[src/rtl/lif_neuron_stage.sv]
`timescale 1ns/1ps
`default_nettype none
// ============================================================================
// Module   : lif_neuron_stage
// Purpose  : Leaky integrate-and-fire neuron stage. Integrates signed synaptic
//            weight beats into a saturating 24-bit membrane potential. At the
//            end of each timestep it applies the leak, decides whether to spike
//            and emits one registered 32-bit result word:
//              {spike, rflag, ts[5:0], leaked[23:0]}
// Ports    : clk        - sole clock, rising edge
//            reset      - synchronous, active-low reset
//            in_valid   - weight beat valid
//            in_ready   - stage accepts a beat this cycle (INTEG only)
//            in_weight  - signed 16-bit synaptic weight
//            in_last    - beat closes the current timestep
//            out_valid  - result word valid
//            out_ready  - downstream accepts the result word
//            out_data   - registered 32-bit result word
// Revision : 1.0 - initial release
// ============================================================================
module lif_neuron_stage #(
    parameter logic signed [23:0] THRESH     = 24'sd1000,
    parameter int                 LEAK_SHIFT = 3,
    parameter int                 REFRAC     = 2
) (
    input  logic               clk,
    input  logic               reset,
    input  logic               in_valid,
    output logic               in_ready,
    input  logic signed [15:0] in_weight,
    input  logic               in_last,
    output logic               out_valid,
    input  logic               out_ready,
    output logic [31:0]        out_data
);

    localparam logic [3:0]         c_REFRAC_LOAD = 4'(REFRAC);
    localparam logic signed [23:0] c_POT_MAX     = 24'sh7FFFFF;
    localparam logic signed [23:0] c_POT_MIN     = 24'sh800000;

    typedef enum logic [1:0] {
        ST_INTEG = 2'd0,
        ST_FIRE  = 2'd1,
        ST_EMIT  = 2'd2
    } state_t;

    state_t             r_state;
    state_t             w_state_next;

    logic signed [23:0] r_pot;
    logic [3:0]         r_refrac;
    logic [5:0]         r_ts;

    logic               w_accept;
    logic signed [24:0] w_sum;
    logic signed [23:0] w_sat;
    logic signed [23:0] w_leak_part;
    logic signed [23:0] w_leaked;
    logic [23:0]        w_leaked_out;
    logic               w_refrac_active;
    logic               w_spike;

    // ------------------------------------------------------------------
    // FSM state register
    // ------------------------------------------------------------------
    always_ff @(posedge clk) begin
        if (!reset) begin
            r_state <= ST_INTEG;
        end else begin
            r_state <= w_state_next;
        end
    end

    // ------------------------------------------------------------------
    // FSM next-state and handshake outputs
    // ------------------------------------------------------------------
    always_comb begin
        w_state_next = r_state;
        in_ready     = 1'b0;
        case (r_state)
            ST_INTEG: begin
                in_ready = 1'b1;
                if (in_valid && in_last) begin
                    w_state_next = ST_FIRE;
                end
            end
            ST_FIRE: begin
                w_state_next = ST_EMIT;
            end
            ST_EMIT: begin
                if (out_ready) begin
                    w_state_next = ST_INTEG;
                end
            end
            default: begin
                w_state_next = ST_INTEG;
            end
        endcase
    end

    assign w_accept        = in_valid && in_ready;
    assign w_refrac_active = (r_refrac != 4'd0);

    // Saturating add: one guard bit is enough for a 24-bit + 16-bit sum;
    // disagreement between the guard bit and bit 23 means overflow.
    assign w_sum = {r_pot[23], r_pot} + {{9{in_weight[15]}}, in_weight};
    always_comb begin
        w_sat = w_sum[23:0];
        if (w_sum[24] != w_sum[23]) begin
            w_sat = w_sum[24] ? c_POT_MIN : c_POT_MAX;
        end
    end

    // Leak toward zero by a power-of-two fraction. The result magnitude never
    // exceeds |pot|, so it always fits in 24 bits.
    assign w_leak_part  = r_pot >>> LEAK_SHIFT;
    assign w_leaked     = r_pot - w_leak_part;
    assign w_spike      = !w_refrac_active && (w_leaked >= THRESH);
    assign w_leaked_out = w_refrac_active ? 24'd0 : w_leaked;

    // ------------------------------------------------------------------
    // Datapath: potential, refractory counter, timestep, result word
    // ------------------------------------------------------------------
    always_ff @(posedge clk) begin
        if (!reset) begin
            r_pot     <= 24'sd0;
            r_refrac  <= 4'd0;
            r_ts      <= 6'd0;
            out_valid <= 1'b0;
            out_data  <= 32'd0;
        end else begin
            case (r_state)
                ST_INTEG: begin
                    // Weights arriving while refractory are dropped.
                    if (w_accept && !w_refrac_active) begin
                        r_pot <= w_sat;
                    end
                end
                ST_FIRE: begin
                    out_valid <= 1'b1;
                    out_data  <= {w_spike, w_refrac_active, r_ts, w_leaked_out};
                    if (w_refrac_active) begin
                        r_pot    <= 24'sd0;
                        r_refrac <= r_refrac - 4'd1;
                    end else if (w_spike) begin
                        r_pot    <= 24'sd0;
                        r_refrac <= c_REFRAC_LOAD;
                    end else begin
                        r_pot    <= w_leaked;
                    end
                end
                ST_EMIT: begin
                    if (out_ready) begin
                        out_valid <= 1'b0;
                        r_ts      <= r_ts + 6'd1;
                    end
                end
                default: begin
                end
            endcase
        end
    end

endmodule
`default_nettype wire

[config.mk]
export PLATFORM = sky130hd
export DESIGN_NAME = lif_neuron_stage
export DESIGN_NICKNAME = d
export VERILOG_FILES = /design/src/rtl/lif_neuron_stage.sv
export SDC_FILE = /design/constraint.sdc
export NUM_CORES = 1
export LEC_CHECK = 0
export CORE_MARGIN = 10
export CORE_UTILIZATION = 63
export CTS_CLUSTER_DIAMETER = 30
export DETAILED_ROUTE_END_ITERATION = 10
export HOLD_SLACK_MARGIN = 0.02
export PLACE_DENSITY_LB_ADDON = 0.1
export REMOVE_ABC_BUFFERS = 1
export SYNTH_ARGS = -nofsm -noshare
export SYNTH_HDL_FRONTEND = slang
export SYNTH_SLANG_ARGS = --single-unit
[constraint.sdc]
create_clock -name clk -period 12.45 [get_ports clk]
set_clock_uncertainty 0.2 [all_clocks]
set_input_delay 2.49 -clock clk [delete_from_list [all_inputs] [get_ports clk]]
set_output_delay 2.49 -clock clk [all_outputs]
set_load 0.05 [all_outputs]
==> out/qor.csv <==
metric,value,unit
synth_top_family_by_area,compound AO/OA/AOI/OAI gates,
holdCritStartpoint,out_data[24],
row_count,33,
reg2reg_from,r_pot[6],
finalPower,1.33,mW
htreeDepth,3,
clockBufferDepth,2,
root_buffer,clkbuf_8,
synth_edf_count,0,
synth_area_leaders,"dfxtp_1 (25%), ha_1 (12%), a21oi_1 (6.7%), nor2_1 (4.2%), o21ai_0 (3.9%)",
cts.sinks,69,
fin_util,74.6,%
crit_arrival,6.42,ns
synthSimpleGateAreaFrac,18.7,%
yosysTopAreaCellShare,25.4,%
dp_hpwl,11.8,mm
io_pins,55,
clk_pin_slew_worst_paths,0.08,ns
slew_violations,0,
area_growth,14.1,%
via_count,5380,
viasPerCell,6.42,
synth_compound_area_share,30.7,%
p_leak,2.53,nW
portBuffers,54,
sequentialPowerShare,21.1,%
grt_overflow,0,
antenna_found_initial,0,
grt_start_max_net_pins,38,
ys_top_cells_by_count,"a21oi_1 (73), dfxtp_1 (69), nor2_1 (61)",
ys_ff_latch,69,
cts_buffers,9,
synth-main-ff-cell,dfxtp_1,
clock_latency,0.36,ns
max_stage_delay,0.50,ns
synthMuxAreaShare,1.11,%
start_util,65.4,%
ir_drop,0.164,mV
wl_per_cell,18.6,µm
post-route-period-util,51.2,%
r2r-end,r_pot[4],
cp_max_fo,20,
critPathBufInv,3,
drt_iter0_drc,378,
synth_top_area_cell,dfxtp_1,
crit_path_start_kind,primary input,
place_congestion,0.933,
ctsResizeCount,0,
crit_path_frequent_cell,a21oi_1,
crit_family,compound AO/OA/AOI/OAI gates,
dieArea,0.0127,mm²
ys_async_sr_fraction,0,%
cp-end-kind,register,
setup_viol,0,
layout-drive-gt1-share,4.91,%
core_area,0.00830,mm²
fin_crit,6.38,ns
p_int,668,µW
fill_cells,655,
hold-path-cell-count,2,
diodes,0,
ys_types,66,
crit_chain,"clkdlybuf4s50_1, ha_1, inv_1, fa_1, nand2b_1, a21oi_1, a41oi_1, o41a_1, o311ai_1, o21ai_0, mux2i_1, a21oi_1, buf_4, a221oi_1",
finalWirelength,15.6,mm
worst_pin_slew,1.02,ns
rsz0062_at_grt,no,
required,12.50,ns
post-cts-setup-buffer-count,0,
dieWidth,113,µm
synth_fa_ha_area_share,12.3,%
ys_seq_area_share,25.4,%
reg2reg_depth,12,
outcome,"finished, final reports clean",
p_switching,663,µW
drc_errors,0,
hold_class,reg -> reg,
swShare,49.8,%
fmax,0.157,GHz
p_comb_share,64.4,%
powerDensity,215,mW/mm²
setup_tns,0,ns
hold_viol,0,
cts_tree,yes,
die_h,113,µm
dr.pass1.iters,5,
yosysWarnings,0,
grt_pass1_wl,25.3,mm
clockPowerShare,14.6,%
synth_xor_area_share,6.13,%
drv_cap,0,
cp_slowest_cell,o41a_1,
grt_pass1_vias,5076,
whs_endpoint,out_data[24],
synth_most_common_cell,a21oi_1,
track_usage,23.5,%
final_nets,801,
r2r_slack,7.85,ns
synth_area_per_cell,7.79,µm²
synth_area,0.00543,mm²
relSlewSlack,31.8,%
antenna_left,0,
critical_path_class,in -> reg,
cts_hold_buffers,0,
syn-instance-count,697,
worst reg2reg max path, delay by kind of cell, from the launching register on:
kind | cells | cell delay [ns]
compound gates | 8 | 2.99
flops | 1 | 0.39
xor+xnor | 1 | 0.23
simple gates | 1 | 0.22
fa+ha+maj | 1 | 0.41
buf+inv | 1 | 0.08
worst max path at each step:
stage / from / end / slack (ns) / cells after the start
4_1_cts: in_weight[0] / r_pot[17] / 6.12 / 14
5_1_grt: in_weight[0] / r_pot[17] / 5.79 / 14
2_1_floorplan: in_weight[0] / r_pot[9] / 6.27 / 12
3_3_place_gp: in_weight[0] / r_pot[21] / 6.01 / 14
6_report: in_weight[0] / r_pot[17] / 6.07 / 14
3_5_place_dp: in_weight[0] / r_pot[13] / 5.85 / 14
final cells by class:
| type | count | area [µm²] | area share [%] |
|---|---|---|---|
| clock inverter | 6 | 71.3 | 1.15 |
| multi-input combinational | 549 | 3740 | 60.5 |
| clock buffer | 10 | 138 | 2.22 |
| timing repair buffer | 59 | 578 | 9.33 |
| inverter | 40 | 150 | 2.42 |
| tap | 105 | 131 | 2.12 |
| sequential | 69 | 1380 | 22.3 |
layer usage:
metal  global-route usage (%)  part of all wire, %
met1                     28.5                   43
met2                     39.7                   48
met3                     6.08                  6.4
met4                     7.36                  2.2
met5                        0                    0
power by group through the flow:
stage | Clock [mW] | Combinational [mW] | Sequential (mW)
finish | 0.194 | 0.857 | 0.281
global route | 0.205 | 0.927 | 0.283
CTS | 0.195 | 0.838 | 0.279
detailed placement | 0 | 0.830 | 0.284
global placement | 0 | 0.812 | 0.283
floorplan | 0 | 0.597 | 0.306
metrics by stage:
step / cells / worst slack (ns) / hold slack (ns) / area [µm²]
global route: 838 / 5.79 / 0.282 / 6190
CTS: 838 / 6.12 / 0.257 / 6190
detailed placement: 822 / 5.85 / 0.246 / 5990
global placement: 822 / 6.01 / 0.243 / 5990
finish: 838 / 6.07 / 0.256 / 6190
floorplan: 658 / 6.27 / 0.244 / 5270
layout by cell type, fill, tap and decap left out, drive strengths merged, types with 7 or more instances in the layout:
| master | synthesis | routed |
|---|---|---|
| a211oi | 7 | 7 |
| a21o | 15 | 15 |
| a21oi | 73 | 73 |
| a221oi | 16 | 16 |
| a22oi | 27 | 27 |
| a31oi | 12 | 12 |
| clkbuf | 33 | 10 |
| clkdlybuf4s50 | 0 | 54 |
| dfxtp | 69 | 69 |
| ha | 50 | 50 |
| inv | 40 | 41 |
| nand2 | 49 | 49 |
| nand2b | 12 | 12 |
| nand3 | 27 | 27 |
| nor2 | 61 | 61 |
| nor2b | 9 | 9 |
| nor3 | 10 | 10 |
| o21a | 7 | 7 |
| o21ai | 43 | 43 |
| xnor2 | 24 | 24 |
| xor2 | 14 | 14 |
kinds of logic after synthesis:
kind of cell             count (synthesis)
adder cells (fa/ha/maj)                 52
XOR/XNOR                                38
flip-flops                              69
multiplexers                             6
buffers and inverters                   79
AO/OA/AOI/OAI                          245
AND/OR/NAND/NOR                        208
flip-flops by register name, indices dropped and copies added (netlist names):
register / flops
out_valid: 1
r_pot: 24
r_refrac: 4
r_state: 2
out_data: 32
r_ts: 6
No activity file was read; power rests on OpenSTA's default activity.
